## src/rtl/alu_dispatch.sv

```systemverilog
// Request dispatcher for a bank of start/done ALU units: one request in flight, result returned
// on a valid/ready port. Optional WAIT watchdog compiled in with ALU_DISPATCH_TIMEOUT_EN.
module alu_dispatch #(
  parameter int unsigned NUM_UNITS = 4,
  parameter int unsigned OP_W      = 4,
  parameter int unsigned TIMEOUT   = 15
) (
  input  logic                    clk,
  input  logic                    rst,
  input  logic                    req_valid,
  output logic                    req_ready,
  input  logic [OP_W-1:0]         req_op,
  input  logic [7:0]              req_a,
  input  logic [7:0]              req_b,
  output logic [7:0]              unit_a,
  output logic [7:0]              unit_b,
  output logic [NUM_UNITS-1:0]    unit_start,
  input  logic [NUM_UNITS-1:0]    unit_done,
  input  logic [16*NUM_UNITS-1:0] unit_res,
  output logic                    rsp_valid,
  input  logic                    rsp_ready,
  output logic [15:0]             rsp_res,
  output logic                    rsp_err,
  output logic                    busy
);

  typedef enum logic [1:0] {StIdle, StIssue, StWait, StResp} state_e;

  state_e                state_q, state_d;
  logic [OP_W-1:0]       op_q, op_d;
  logic [7:0]            a_q, a_d, b_q, b_d;
  logic [15:0]           res_q, res_d;
  logic                  err_q, err_d;
  logic                  valid_q, valid_d;
  logic                  busy_q, busy_d;
  logic [NUM_UNITS-1:0]  start_q, start_d;
  logic                  done_sel;
  logic [15:0]           res_sel;
  logic                  op_ok;
  logic                  timeout_hit;

  assign op_ok = 32'(req_op) < NUM_UNITS;

  // Only the selected unit's done/result matter; other units' pulses are ignored.
  always_comb begin
    done_sel = 1'b0;
    res_sel  = '0;
    for (int unsigned i = 0; i < NUM_UNITS; i++) begin
      if (op_q == OP_W'(i)) begin
        done_sel = unit_done[i];
        res_sel  = unit_res[16*i +: 16];
      end
    end
  end

`ifdef ALU_DISPATCH_TIMEOUT_EN
  logic [7:0] timer_q, timer_d;

  always_comb begin
    timer_d = timer_q;
    if (state_q == StIssue) begin
      timer_d = '0;
    end else if (state_q == StWait) begin
      timer_d = timer_q + 8'd1;
    end
  end

  // timer_q counts completed WAIT cycles, so TIMEOUT-1 marks the last allowed one.
  assign timeout_hit = (state_q == StWait) && (timer_q == 8'(TIMEOUT - 1));

  always_ff @(posedge clk or posedge rst) begin
    if (rst) begin
      timer_q <= '0;
    end else begin
      timer_q <= timer_d;
    end
  end
`else
  logic unused_timeout;
  assign unused_timeout = (TIMEOUT != 0);
  assign timeout_hit    = 1'b0;
`endif

  // Next-state and datapath capture.
  always_comb begin
    state_d = state_q;
    op_d    = op_q;
    a_d     = a_q;
    b_d     = b_q;
    res_d   = res_q;
    err_d   = err_q;
    unique case (state_q)
      StIdle: begin
        if (req_valid) begin
          op_d = req_op;
          a_d  = req_a;
          b_d  = req_b;
          if (op_ok) begin
            state_d = StIssue;
          end else begin
            state_d = StResp;
            res_d   = '0;
            err_d   = 1'b1;
          end
        end
      end
      StIssue: state_d = StWait;
      StWait: begin
        // done takes priority over a timeout expiring on the same edge
        if (done_sel) begin
          state_d = StResp;
          res_d   = res_sel;
          err_d   = 1'b0;
        end else if (timeout_hit) begin
          state_d = StResp;
          res_d   = '0;
          err_d   = 1'b1;
        end
      end
      StResp: begin
        if (rsp_ready) begin
          state_d = StIdle;
        end
      end
      default: state_d = StIdle;
    endcase
  end

  // Registered outputs are decoded from the upcoming state.
  always_comb begin
    start_d = '0;
    for (int unsigned i = 0; i < NUM_UNITS; i++) begin
      start_d[i] = (state_d == StIssue) && (op_d == OP_W'(i));
    end
    valid_d = (state_d == StResp);
    busy_d  = (state_d != StIdle);
  end

  always_ff @(posedge clk or posedge rst) begin
    if (rst) begin
      state_q <= StIdle;
      op_q    <= '0;
      a_q     <= '0;
      b_q     <= '0;
      res_q   <= '0;
      err_q   <= 1'b0;
      valid_q <= 1'b0;
      busy_q  <= 1'b0;
      start_q <= '0;
    end else begin
      state_q <= state_d;
      op_q    <= op_d;
      a_q     <= a_d;
      b_q     <= b_d;
      res_q   <= res_d;
      err_q   <= err_d;
      valid_q <= valid_d;
      busy_q  <= busy_d;
      start_q <= start_d;
    end
  end

  assign req_ready  = (state_q == StIdle) && !rst;
  assign unit_a     = a_q;
  assign unit_b     = b_q;
  assign unit_start = start_q;
  assign rsp_valid  = valid_q;
  assign rsp_res    = res_q;
  assign rsp_err    = err_q;
  assign busy       = busy_q;

endmodule

```

## config.mk

```make
export PLATFORM = sky130hd
export DESIGN_NAME = alu_dispatch
export DESIGN_NICKNAME = d
export VERILOG_FILES = /design/src/rtl/alu_dispatch.sv
export SDC_FILE = /design/constraint.sdc
export NUM_CORES = 1
export LEC_CHECK = 0
export ABC_AREA = 1
export BUFFER_PORTS_ARGS = -buffer_cell sky130_fd_sc_hd__clkbuf_2
export CAP_MARGIN = 15
export CORE_MARGIN = 4
export CORE_UTILIZATION = 49
export DETAILED_ROUTE_END_ITERATION = 10
export PLACE_DENSITY_LB_ADDON = 0.12
export SETUP_SLACK_MARGIN = 0.5
export SLEW_MARGIN = 20
export SYNTH_ARGS = -nofsm -noshare
export SYNTH_HDL_FRONTEND = slang
export SYNTH_SLANG_ARGS = --single-unit
```

## constraint.sdc

```tcl
create_clock -name clk -period 2.55 [get_ports clk]
set_clock_uncertainty 0.2 [all_clocks]
set_input_delay 0.255 -clock clk [delete_from_list [all_inputs] [get_ports clk]]
set_output_delay 0.255 -clock clk [all_outputs]
set_load 0.01 [all_outputs]
```

==> results.py, run 1 <==
metrics = {
    "finish": {
        "area_delta_synth_final_pct": 37.9,
        "seqCellArea_um2": 1130,
        "multi_input_area_um2": 1210,
        "final_cell_mix": "clkbuf_2 (131), nand2_1 (77), nand3_1 (74)",
        "final_nets": 566,
        "final_layout_size_suffix_gt1_share_pct": 38.1,
        "design_area_um2": 3550,
        "mostFrequentLayoutCell": "clkbuf_2",
        "fillCellCount": 441,
        "antennaDiodeCount": 0,
    },
    "logic_synthesis": {
        "synth_ff_type": "dfrtp_1",
        "synth.avg_cell_area_um2": 7.82,
        "yosysUniqueCellTypes": 24,
        "ys_seq_area_share_pct": 43.8,
        "synth_nets": 421,
        "synthesis.area_um2": 2570,
        "synth_seq_cells": 45,
        "yosysWarningCount": 0,
        "synth-edff-count": 0,
        "synth_cells": 329,
        "async_flop_share_pct": 100,
    },
    "timing": {
        "worstMarginPinSlew_ns": 0.902,
        "slew-limit-headroom_pct": 39.8,
        "setup_ws_ns": 0.631,
        "fin_crit_ns": 1.92,
        "report.final.slew_viol_count": 0,
        "fmax_mhz": 521,
        "tns_ns": 0,
        "hold_ws_ns": 0.0356,
        "setup_viol": 0,
        "rsz0062_at_grt": "true",
        "finalCritPeriodShare_pct": 75.3,
        "hold_viol_final": 0,
    },
    "power": {
        "p_total_w": 0.00368,
        "power_density_nw_per_um2": 1040,
        "power.leakage_nw": 2.00,
        "vdd.ir_drop.worst_mv": 0.906,
    },
    "placement": {
        "dp_slack_ns": 0.486,
        "port_buffers": 131,
        "gp_congestion": 0.831,
        "placed_cell_area_um2": 3270,
        "dp_hpwl_mm": 5.23,
    },
    "clocking": {
        "insertion_delay_ns": 0.30,
        "cts_tree": "yes",
        "clk_path_buf_depth": 2,
        "clock-sinks": 45,
        "cts-root-buf": "clkbuf_8",
        "cts_setup_buffers": 0,
        "cts_buffers": 5,
        "clk_pin_slew_worst_paths_ns": 0.09,
        "ctsHtreeMaxLevel": 2,
    },
    "worst_setup_path": {
        "worst-setup-path-type": "flop to flop",
        "arrival_ns": 1.97,
        "path_buf_inv": 0,
        "worstPathMaxFanout": 18,
        "end_kind": "flop",
        "cp_common_cell": "nand2_1",
        "slowest_delay_ns": 0.41,
        "slowest_stage": "dfrtp_1",
        "critical_path.top_delay_family": "simple AND/OR/NAND/NOR gates",
        "crit_chain": "nor2_2, nand2_1, nand2_2, nand2_1, nand2_1",
        "startpoint_type": "flop",
        "cp.required_ns": 2.60,
    },
    "detailed_routing": {
        "drt_wl_total_mm": 7.13,
        "route.detailed.drc": 0,
        "vias_per_cell": 4.95,
        "ant_nets": 0,
        "wl_per_cell_um": 13.1,
        "drt_iter0_markers": 136,
        "dr_total_vias": 2700,
        "firstDrtPassIters": 4,
    },
    "floorplan": {
        "die_h_um": 80.4,
        "rows": 26,
        "ios": 132,
        "die_area_um2": 6470,
        "start_util_pct": 50.3,
        "core_area_um2": 5110,
        "dieWidth_um": 80.4,
    },
    "flow_run": {
        "max_cap_viol_count": 0,
    },
    "grt": {
        "grt_antenna_before_repair": 0,
        "grt_overflow_total": 0,
        "grt_use_total_pct": 22.5,
        "grt_pass1_wl_mm": 11.3,
        "grt_max_degree": 46,
        "first_global_vias": 2622,
    },
    "status": {
        "status": "finished clean",
    },
    "hold_path": {
        "worstHoldPathType": "input port to flop",
    },
}
==> flip-flops by register name, indices dropped and copies added (netlist names) <==
| signal | count |
|---|---|
| unit_a | 8 |
| busy | 1 |
| unit_b | 8 |
| state_q | 2 |
| rsp_res | 16 |
| op_q | 4 |
| rsp_valid | 1 |
| rsp_err | 1 |
| unit_start | 4 |
==> cell type report <==
| cell class | instances | share of cell area [%] |
|---|---|---|
| Clock buffer | 6 | 2.33 |
| Clock inverter | 2 | 0.388 |
| Sequential cell | 45 | 31.8 |
| Multi-Input combinational cell | 226 | 34.2 |
| Tap cell | 70 | 2.47 |
| Timing Repair Buffer | 153 | 24.3 |
| Inverter | 43 | 4.55 |
==> where the power goes <==
part           switching [W]  internal, W
clock network       0.000242     0.000220
logic                0.00122     0.000829
registers           0.000182     0.000990
total                0.00164      0.00204
==> what timing repair did <==
action / 4_1_cts / 5_1_grt
hold endpoints to repair: 61 / 0
gates resized for setup: 1 / 1
hold buffers: 17 / 0
pin swaps: 0 / 0
setup endpoints to repair: 8 / 4
==> final timing paths <==
| check | depth (start not counted) | start | slack [ns] | to |
|---|---|---|---|---|
| min in group asynchronous | 3 | rst | 0.51 | unit_a[2] |
| max in group asynchronous | 3 | rst | 1.08 | unit_a[7] |
| worst max-delay path | 5 | state_q[0] | 0.63 | rsp_res[14] |
| worst min-delay path | 3 | req_op[3] | 0.04 | op_q[3] |
| worst min register to register | 1 | unit_a[5] | 0.31 | unit_a[5] |
| worst max register to register | 5 | state_q[0] | 0.63 | rsp_res[14] |
==> metrics by stage <==
stage / instances / utilization [%]
floorplan: 329 / -
global route: 545 / 69.4
global placement: 520 / 64.0
detailed placement: 520 / 64.0
finish: 545 / 69.4
CTS: 545 / 69.3
==> cell families after synthesis <==
| logic type | Yosys count | share of synthesized area (%) |
|---|---|---|
| simple gates | 203 | 38.0 |
| compound gates | 7 | 1.65 |
| mux | 16 | 7.01 |
| buf+inv | 58 | 9.59 |
| flops | 45 | 43.8 |
==> layer usage <==
metal | share of wire [%] | wire [um] | GRT usage (%)
met5 | 0 | 0 | 0
met4 | 1.8 | 131 | 7.26
met3 | 7.5 | 536 | 4.26
met2 | 52 | 3730 | 39.7
met1 | 38 | 2730 | 27.3
==> worst reg2reg max path, delay by kind of cell, from the launching register on <==
kind,cells,cell delay (ns)
DFF,1,0.41
and+or+nand+nor,5,1.26
==> synthesized netlist by cell type (3+ instances only) <==
cell type  count  share of area (%)
nand2_1       77                 11
mux2_2        16                7.0
nor2_4         4                1.8
and3_1        16                3.9
nor2_1        19                2.8
nor2_2         7                1.7
nand3_1       74                 14
dfrtp_1       45                 44
inv_1         41                6.0
nand2_4        3                1.3
clkbuf_1       3               0.44
buf_2          8                1.6
(Power assumes the default switching activity.)
==> inputs of run 2 (changes only) <==
Settings changed: CORE_UTILIZATION 49 to 46.
Clock period 2.55 ns to 1.84 ns, I/O delays scaled along.
==> results.py, run 2 (synthesis results as in run 1) <==
metrics = {
    "detailed_routing": {
        "route.detailed.drc": 0,
        "wl_per_cell_um": 14.3,
        "ant_nets": 0,
        "drt_wl_total_mm": 8.12,
        "drt_iter0_markers": 142,
        "firstDrtPassIters": 4,
        "vias_per_cell": 5.06,
        "dr_total_vias": 2872,
    },
    "finish": {
        "largest_reg_flops": 16,
        "seqCellArea_um2": 1130,
        "final_cell_mix": "clkbuf_2 (130), nand3_1 (70), nand2_1 (68)",
        "area_delta_synth_final_pct": 57.3,
        "mostFrequentLayoutCell": "clkbuf_2",
        "antennaDiodeCount": 0,
        "finalCoreUtilization_pct": 76.7,
        "final_nets": 589,
        "fillCellCount": 418,
        "design_area_um2": 4040,
        "multi_input_area_um2": 1370,
        "final_layout_size_suffix_gt1_share_pct": 46.4,
    },
    "worst_setup_path": {
        "crit_chain": "nor2_4, buf_6, nand2_8, nor2_4, clkbuf_16, nand2_1, nand3_1, nor2_1, nand2_1, nand2_1",
        "slowest_stage": "dfrtp_1",
        "arrival_ns": 1.74,
        "worstPathMaxFanout": 6,
        "cp_common_cell": "nand2_1",
        "slowest_delay_ns": 0.41,
        "worst-setup-path-type": "flop to flop",
        "startpoint_type": "flop",
        "cp.required_ns": 1.83,
        "rr_worst_depth": 10,
        "end_kind": "flop",
    },
    "clocking": {
        "clk_pin_slew_worst_paths_ns": 0.08,
        "ctsHtreeMaxLevel": 2,
        "clock-sinks": 45,
        "cts_buffers": 5,
        "cts_tree": "yes",
        "clk_path_buf_depth": 2,
        "cts_hold_buf": 19,
        "cts-root-buf": "clkbuf_8",
        "insertion_delay_ns": 0.30,
    },
    "flow_run": {
        "max_cap_viol_count": 0,
    },
    "timing": {
        "hold_viol_final": 0,
        "fmax_mhz": 572,
        "slew-limit-headroom_pct": 69.1,
        "rsz0062_at_grt": "true",
        "report.final.slew_viol_count": 0,
        "finalCritPeriodShare_pct": 95.0,
        "fin_crit_ns": 1.75,
        "setup_viol": 0,
        "worstMarginPinSlew_ns": 0.462,
    },
    "power": {
        "p_total_w": 0.00628,
        "vdd.ir_drop.worst_mv": 1.19,
        "power_density_nw_per_um2": 1550,
        "power.leakage_nw": 2.20,
    },
    "placement": {
        "placed_cell_area_um2": 3330,
        "gp_congestion": 0.790,
        "dp_hpwl_mm": 5.58,
        "port_buffers": 131,
    },
    "floorplan": {
        "die_h_um": 82.8,
        "rows": 26,
        "start_util_pct": 48.8,
        "ios": 132,
        "core_area_um2": 5270,
        "die_area_um2": 6850,
        "dieWidth_um": 82.8,
    },
    "grt": {
        "grt_antenna_before_repair": 0,
        "first_global_vias": 2764,
        "grt_overflow_total": 0,
        "grt_use_total_pct": 23.8,
        "grt_max_degree": 33,
        "grt_pass1_wl_mm": 12.4,
        "grt.met3_usage_pct": 4.56,
        "grtUsageMet1_pct": 28.0,
        "busiest_layer": "met2",
        "grtUsageMet2_pct": 44.6,
    },
    "status": {
        "status": "finished clean",
    },
    "hold_path": {
        "worstHoldPathType": "input port to flop",
        "whs_path_depth": 3,
    },
}
## run 2: cell type report
class	count	share of cell area, %
Sequential cell	45	27.9
Multi-Input combinational cell	227	33.8
Clock inverter	3	1.61
Clock buffer	5	1.70
Inverter	43	4.15
Tap cell	70	2.17
Timing Repair Buffer	175	28.7
## run 2: critical path: cells and delay by family, from the launching register on
kind                   cells  cell delay (ns)
and+or+nand+nor            8             0.70
DFF                        1             0.41
buffers and inverters      2             0.33
## run 2: path summary, 6_finish.rpt
check	from	to	slack, ns
max	op_q[2]	rsp_res[15]	0.09
min	req_op[3]	op_q[3]	0.006
max reg2reg	op_q[2]	rsp_res[15]	0.09
min reg2reg	rsp_err	rsp_err	0.30
max in group asynchronous	rst	op_q[1]	0.66
min in group asynchronous	rst	unit_b[2]	0.30
## run 2: power breakdown
part | internal, W | switching [W] | leakage [nW]
Clock | 0.000540 | 0.000348 | 0.0681
Sequential | 0.00138 | 0.000269 | 0.562
Combinational | 0.00172 | 0.00203 | 1.57
## run 2: metrics by stage
step	setup WS (ns)	hold WS (ns)	TNS (ns)	std cells
after detailed placement	0.0684	0.0282	0	524
after CTS	0.181	-0.00340	0	565
final	0.0925	0.00637	0	568
after global routing	-0.0237	-0.00322	-0.0791	568
after global placement	0.0969	0.0188	0	524
after floorplan	0.279	-0.00548	0	329
## run 2: what timing repair did
| item | CTS | global route |
|---|---|---|
| pin swaps | 6 | 23 |
| gates resized for setup | 26 | 24 |
| cloned | 2 | 1 |
| setup endpoints to repair | 44 | 44 |
| hold endpoints to repair | 39 | 1 |
| buffers inserted | 12 | 2 |
## run 2: layer usage
metal	vias to the layer above	wire length (um)
met5	-	0
met4	0	85
met3	8	491
met2	104	4400
met1	1369	3140
li1	1391	-
